==> src/rtl/sum_group_accumulator_pkg.sv <==
// Shared sizing helpers for the sum group accumulator and anything that
// consumes its output (sink, testbench), so bus widths stay identical.
//   acc_width_f : width of a group total for 'group_size' beats of 'width' bits
//   cnt_width_f : width of a beat count able to hold 0..group_size
package sum_group_accumulator_pkg;

    function automatic int unsigned acc_width_f(input int unsigned width,
                                                input int unsigned group_size);
        return width + $clog2(group_size);
    endfunction

    function automatic int unsigned cnt_width_f(input int unsigned group_size);
        return $clog2(group_size + 1);
    endfunction

endpackage

==> src/rtl/sum_group_accumulator.sv <==
// Sum group accumulator: adds consecutive upstream sum beats in groups of
// group_size and emits one widened total plus the beat count per group on a
// registered valid/ready output. A level flush closes a partial group early.
//
// Ports:
//   clk        - clock, all state updates on posedge
//   rst        - synchronous active-low reset
//   up_valid   - upstream beat valid
//   up_ready   - block accepts the upstream beat this cycle
//   up_data    - upstream sum beat (unsigned, width bits)
//   flush      - level request to close the current partial group
//   down_valid - group result valid
//   down_ready - sink accepts the result
//   down_data  - unsigned sum of the group's beats (acc_width bits)
//   down_count - number of beats in the emitted group (1..group_size)
module sum_group_accumulator
    import sum_group_accumulator_pkg::*;
#(
    parameter int unsigned width      = 8,
    parameter int unsigned group_size = 4,
    localparam int unsigned acc_width = acc_width_f(width, group_size),
    localparam int unsigned cnt_width = cnt_width_f(group_size)
) (
    input  logic                 clk,
    input  logic                 rst,
    input  logic                 up_valid,
    output logic                 up_ready,
    input  logic [width-1:0]     up_data,
    input  logic                 flush,
    output logic                 down_valid,
    input  logic                 down_ready,
    output logic [acc_width-1:0] down_data,
    output logic [cnt_width-1:0] down_count
);

    localparam logic [cnt_width-1:0] last_cnt = cnt_width'(group_size - 1);

    logic [acc_width-1:0] acc;
    logic [cnt_width-1:0] cnt;
    logic [acc_width-1:0] nxt_acc;
    logic [cnt_width-1:0] nxt_cnt;
    logic                 load_ok;
    logic                 up_fire;
    logic                 close;

    always_comb begin
        // Output register can take a new result if empty or draining now.
        load_ok  = !down_valid || down_ready;
        // Only the group-completing beat ever has to wait for the output.
        up_ready = (cnt != last_cnt) || load_ok;
        up_fire  = up_valid && up_ready;
        nxt_acc  = acc + (up_fire ? acc_width'(up_data) : '0);
        nxt_cnt  = cnt + cnt_width'(up_fire);
        close    = load_ok && ((up_fire && (cnt == last_cnt)) ||
                               (flush && (nxt_cnt != '0)));
    end

    always_ff @(posedge clk) begin
        if (!rst) begin
            acc        <= '0;
            cnt        <= '0;
            down_valid <= 1'b0;
            down_data  <= '0;
            down_count <= '0;
        end else if (close) begin
            // A close in the same cycle as a drain simply overwrites the
            // departing result, so down_valid stays high with no bubble.
            down_data  <= nxt_acc;
            down_count <= nxt_cnt;
            down_valid <= 1'b1;
            acc        <= '0;
            cnt        <= '0;
        end else begin
            acc        <= nxt_acc;
            cnt        <= nxt_cnt;
            down_valid <= down_valid && !down_ready;
        end
    end

endmodule

==> config.mk <==
export PLATFORM = sky130hd
export DESIGN_NAME = sum_group_accumulator
export DESIGN_NICKNAME = d
export VERILOG_FILES = /design/src/rtl/sum_group_accumulator_pkg.sv /design/src/rtl/sum_group_accumulator.sv
export SDC_FILE = /design/constraint.sdc
export NUM_CORES = 1
export LEC_CHECK = 0
export BUFFER_PORTS_ARGS = -buffer_cell sky130_fd_sc_hd__buf_2
export CAP_MARGIN = 25
export CELL_PAD_IN_SITES_DETAIL_PLACEMENT = 1
export CELL_PAD_IN_SITES_GLOBAL_PLACEMENT = 2
export CORE_ASPECT_RATIO = 1.25
export CORE_MARGIN = 2
export CORE_UTILIZATION = 30
export CTS_CLUSTER_DIAMETER = 120
export DETAILED_ROUTE_END_ITERATION = 10
export HOLD_SLACK_MARGIN = 0.03
export PLACE_DENSITY_LB_ADDON = 0.2
export SLEW_MARGIN = 20
export SYNTH_ARGS = -nofsm -noshare
export SYNTH_HDL_FRONTEND = slang
export SYNTH_SLANG_ARGS = --single-unit
export TNS_END_PERCENT = 1
==> constraint.sdc <==
create_clock -name clk -period 5.4 [get_ports clk]
set_input_delay 0.27 -clock clk [delete_from_list [all_inputs] [get_ports clk]]
set_output_delay 0.27 -clock clk [all_outputs]
set_load 0.01 [all_outputs]
# [Word level (Yosys, flattened, before mapping)]
# Cells that the tools add are included.
[totals] wordCells=24 output_inout_bits=15 reg_bits=27 input_bits=13
[op_classes] n_eq_ne=2 n_mux=2 n_addsub=2 bitwise_logic=1 n_reduce_logical=12
[ops] operator="$add 10x8->10" count=1
[ops] operator="$mux 8" count=1
[ops] operator="$logic_and 1x1->1" count=5
[ops] operator="$add 3x1->3" count=1
[ops] operator="$eq 3x2->1 const B" count=1
[ops] operator="$logic_or 1x1->1" count=3
[ops] operator="$ne 3x2->1 const B" count=1
[ops] operator="$reduce_bool 3->1" count=1
[ops] operator="$logic_not 1->1" count=2
[ops] operator="$reduce_or 2->1" count=1
[ops] operator="$mux 1" count=1
[ops] operator="$not 1->1" count=1

# [Depth between registers and ports, before layout]
[depth] word_depth=10 depth_mapped=11

# [Worst setup path after synthesis]
# OpenSTA, ideal clock, no wires.
[synth_timing] path_type="reg-to-reg" startpoint="reg down_valid" endpoint="reg down_count[0]" setup_ns=0.117 t_required_ns=5.283 setup_slack_ns=2.872 synth_period_minus_slack_ns=2.528 t_arrival_ns=2.411 stages_incl_launch_ff=12 path_cell_list="dfxtp_1 nor2b_1 nand2_1 and2_1 ha_1 ha_1 xor2_1 o31ai_2 nand2_2 and3_1 clkbuf_2 a22o_1"
[synth_between] elab_chain_cells=9 elab_cells_between_ends=10
[synth_lines] item="start: declaration" line="sum_group_accumulator.sv:30" text="output logic down_valid,"
[synth_lines] item="start signal: assignment" line="sum_group_accumulator.sv:76" text="down_valid <= down_valid && !down_ready;"
[synth_lines] item="$logic_not 1->1 (*)" line="sum_group_accumulator.sv:48" text="load_ok = !down_valid || down_ready;"
[synth_lines] item="$logic_or 1x1->1 (*)" line="sum_group_accumulator.sv:48"
[synth_lines] item="$logic_or 1x1->1 (*)" line="sum_group_accumulator.sv:50" text="up_ready = (cnt != last_cnt) || load_ok;"
[synth_lines] item="net up_ready" line="sum_group_accumulator.sv:27" text="output logic up_ready,"
[synth_lines] item="$logic_and 1x1->1 (*)" line="sum_group_accumulator.sv:51" text="up_fire = up_valid && up_ready;"
[synth_lines] item="$add 3x1->3" line="sum_group_accumulator.sv:53" text="nxt_cnt = cnt + cnt_width'(up_fire);"
[synth_lines] item="$reduce_bool 3->1" line="sum_group_accumulator.sv:55" text="(flush && (nxt_cnt != '0)));"
[synth_lines] item="$logic_and 1x1->1" line="sum_group_accumulator.sv:55"
[synth_lines] item="$logic_or 1x1->1" line="sum_group_accumulator.sv:54" text="close = load_ok && ((up_fire && (cnt == last_cnt)) ||"
[synth_lines] item="$logic_and 1x1->1" line="sum_group_accumulator.sv:54"
[synth_lines] item="end signal: assignment" line="sum_group_accumulator.sv:69" text="down_count <= nxt_cnt;"
[synth_lines] item="end: declaration" line="sum_group_accumulator.sv:33" text="output logic [cnt_width-1:0] down_count"
# The timed path passes the listed nets; every way through them passes the cells marked *.
# A chain may end at the register's enable or synchronous reset.

# [Worst setup path after layout]
[layout_timing] startpoint="reg down_valid" endpoint="reg down_count[0]"
[layout_between] elab_chain_cells=9 elab_cells_between_ends=10
[layout_lines] item="$logic_not 1->1 (*)" line="sum_group_accumulator.sv:48"
[layout_lines] item="$logic_or 1x1->1 (*)" line="sum_group_accumulator.sv:48"
[layout_lines] item="$logic_or 1x1->1" line="sum_group_accumulator.sv:50"
[layout_lines] item="$logic_and 1x1->1" line="sum_group_accumulator.sv:51"
[layout_lines] item="$add 3x1->3" line="sum_group_accumulator.sv:53"
[layout_lines] item="$reduce_bool 3->1" line="sum_group_accumulator.sv:55"
[layout_lines] item="$logic_and 1x1->1" line="sum_group_accumulator.sv:55"
[layout_lines] item="$logic_or 1x1->1" line="sum_group_accumulator.sv:54"
[layout_lines] item="$logic_and 1x1->1" line="sum_group_accumulator.sv:54"
# Mark *: on every way between the ends. The rest lies on a longest branch, timed or not.

==> impl_metrics.tcl <==
set metrics [dict create \
    syn_area_um2 1290 \
    htreeDepth 1 \
    clkTransAtPathRegs_ns 0.09 \
    synth.most_common_cell "dfxtp_1" \
    maxSlewViolCount 0 \
    fin_worst_skew_ns 0.00213 \
    ys_warn_count 0 \
    worstSetupStartpoint "down_valid" \
    port_buffers 27 \
    yosys_most_used_dff "dfxtp_1" \
    grt_use_total_pct 13.7 \
    synth_commonest_cells "27 x dfxtp_1, 10 x ha_1, 9 x and3_1, 8 x nor2_1" \
    peakVddDrop_mv 0.100 \
    cp-start-kind "flop" \
    antenna_left 0 \
    synth_top_area_cell "dfxtp_1" \
    p_sw_share_pct 28.6 \
    die_y_um 77.3 \
    overflow 0 \
    netlist.area_leader.share_pct 41.9 \
    vias_per_cell 4.93 \
    synthArstFlopShare_pct 0 \
    synth_cell_type_count 35 \
    firstDrtPassIters 4 \
    clockPowerShare_pct 26.5 \
    fin_nets 177 \
    rsz0062_at_grt "false" \
    crit_path_max_fanout 16 \
    r2r_start "down_valid" \
    design.core.area_um2 4100 \
    p_sw_uw 124 \
    gp_congestion 0.734 \
    dp_hpwl_mm 2.39 \
    cp_common_cell "ha_1" \
    cts_buffers 3 \
    final_util_pct 37.1 \
    routedWlPerCell_um 14.8 \
    cpPeakStageDelay_ns 0.42 \
    fin_cells 208 \
    dieArea_um2 4840 \
    finalSetupViolations 0 \
    arrival_ns 3.09 \
    power_per_cell_area_nw_per_um2 285 \
    finalCritPeriodShare_pct 53.3 \
    num_antenna_cells 0 \
    hp-start "rst" \
    hold_viol_final 0 \
    min_period_ns 2.88 \
    drv_cap 0 \
    cts_hold_buf 0 \
    crit_slowest_cell "a21boi_4" \
    worstMarginPinSlew_ns 0.540 \
    syn_to_final_growth_pct 18.2 \
    hp-class "in2reg" \
    grt_max_degree 17 \
    vias 1025 \
    pin_count 28 \
    p_comb_share_pct 22.1 \
    pwr-share-seq_pct 51.4 \
    wirelength_mm 3.08 \
    p_int_uw 310 \
    required_ns 5.62 \
    postSynthCellCount 123 \
    dpl.cell_count 204 \
    whs_ns 0.271 \
    whs_path_depth 2 \
    status "complete, no violations" \
    clock_path_buffers 2 \
    synth_edf_count 0 \
    ys_ff_latch 27 \
    ys_top_cells_by_area "dfxtp_1 42%, ha_1 9.7%, and3_1 4.4%" \
    initial_core_util_pct 31.4 \
    syn-num-nets 147 \
    reg2reg_depth 10 \
    antenna_found_initial 0 \
    crit_type "reg2reg" \
    clkLatencyLatePin_ns 0.27 \
    setup_tns_ns 0 \
    grt_pass1_vias 1046 \
    fmaxAchievable_ghz 0.348 \
    dr.first_iter.drc_count 10 \
    syn_area_per_cell_um2 10.5 \
    drc 0 \
    clock_sinks 27 \
    yosysSeqAreaShare_pct 41.9 \
    grt_pass1_wl_mm 5.15 \
    drive_gt1_share_pct 23.7 \
    p_leak_uw 0.000711 \
    post_cts_buffers 0 \
    rows 26 \
    relSlewSlack_pct 63.9 \
    crit_chain "nor2b_1 > nand2_1 > and2_1 > ha_1 > ha_1 > xor2_1 > o31ai_2 > nand2_2 > a21boi_4 > a22o_1" \
    cts_root_buffer "clkbuf_8" \
    cts_tree "yes" \
    die_w_um 62.6 \
    endpoint_kind "flop" \
    post_cts_resized 0 \
]
==> metrics by stage <==
| step | area (um2) | power, uW | worst slack [ns] |
|---|---|---|---|
| final | 1520 | 434 | 2.52 |
| after global routing | 1520 | 465 | 2.29 |
| after CTS | 1520 | 443 | 2.48 |
| after detailed placement | 1480 | 325 | 2.46 |
| after global placement | 1480 | 324 | 2.59 |
| after floorplan | 1290 | 296 | 2.87 |
==> power by group through the flow <==
stage | Clock (uW) | Sequential (uW) | Combinational [uW]
2_1_floorplan | 0 | 231 | 65.2
3_3_place_gp | 0 | 227 | 96.1
3_5_place_dp | 0 | 228 | 97.1
4_1_cts | 121 | 224 | 97.6
5_1_grt | 131 | 225 | 108
6_report | 115 | 223 | 95.7
==> registers in the layout, summed over array words and instances (netlist names) <==
register    count
down_data      10
acc            10
cnt             3
down_count      3
down_valid      1
==> kinds of logic after synthesis <==
logic type               count (synthesis)  synth area share, %
flip-flops                              27                 41.9
AND/OR/NAND/NOR                         36                 15.9
buffers and inverters                    6                 2.43
adder cells (fa/ha/maj)                 11                 11.3
AO/OA/AOI/OAI                           36                 23.7
XOR/XNOR                                 7                 4.76
==> path summary, 6_finish.rpt <==
path,end,slack (ns)
hold reg to reg,down_data[2],0.47
hold / removal,down_valid,0.27
setup / recovery,down_count[0],2.52
setup reg to reg,down_count[0],2.52
==> layout make-up <==
| cell class | instances | area [um2] |
|---|---|---|
| repair buffers | 27 | 135 |
| multi-input cells | 90 | 717 |
| fillers | 488 | 2580 |
| clock buffers | 4 | 45.0 |
| well taps | 56 | 70.1 |
| flip-flops and latches | 27 | 541 |
| inverters | 4 | 15.0 |
==> cells in the final DEF, fill, tap and decap left out, types with 4 or more instances in the layout <==
cell       count
and3_1         9
dfxtp_1       27
o21a_1         4
ha_1          10
nor2_1         8
inv_1          4
and2_1         6
buf_2         27
a22o_1         6
o2bb2ai_1      6
xor2_1         4
==> critical path: cells and delay by family (launching register included) <==
family	cells	cell delay, ns
xor+xnor	1	0.20
simple gates	4	0.93
flops	1	0.36
compound gates	3	0.96
fa+ha+maj	2	0.38
==> per-layer routing <==
metal	vias up	wire length [um]	global-route usage (%)	share of wire [%]
met5	-	0	0	0
met4	0	15	4.00	0.49
met3	2	122	3.37	4.0
met2	23	1580	23.7	51
met1	489	1360	16.6	44
li1	511	-	-	-
(Power assumes the default switching activity.)
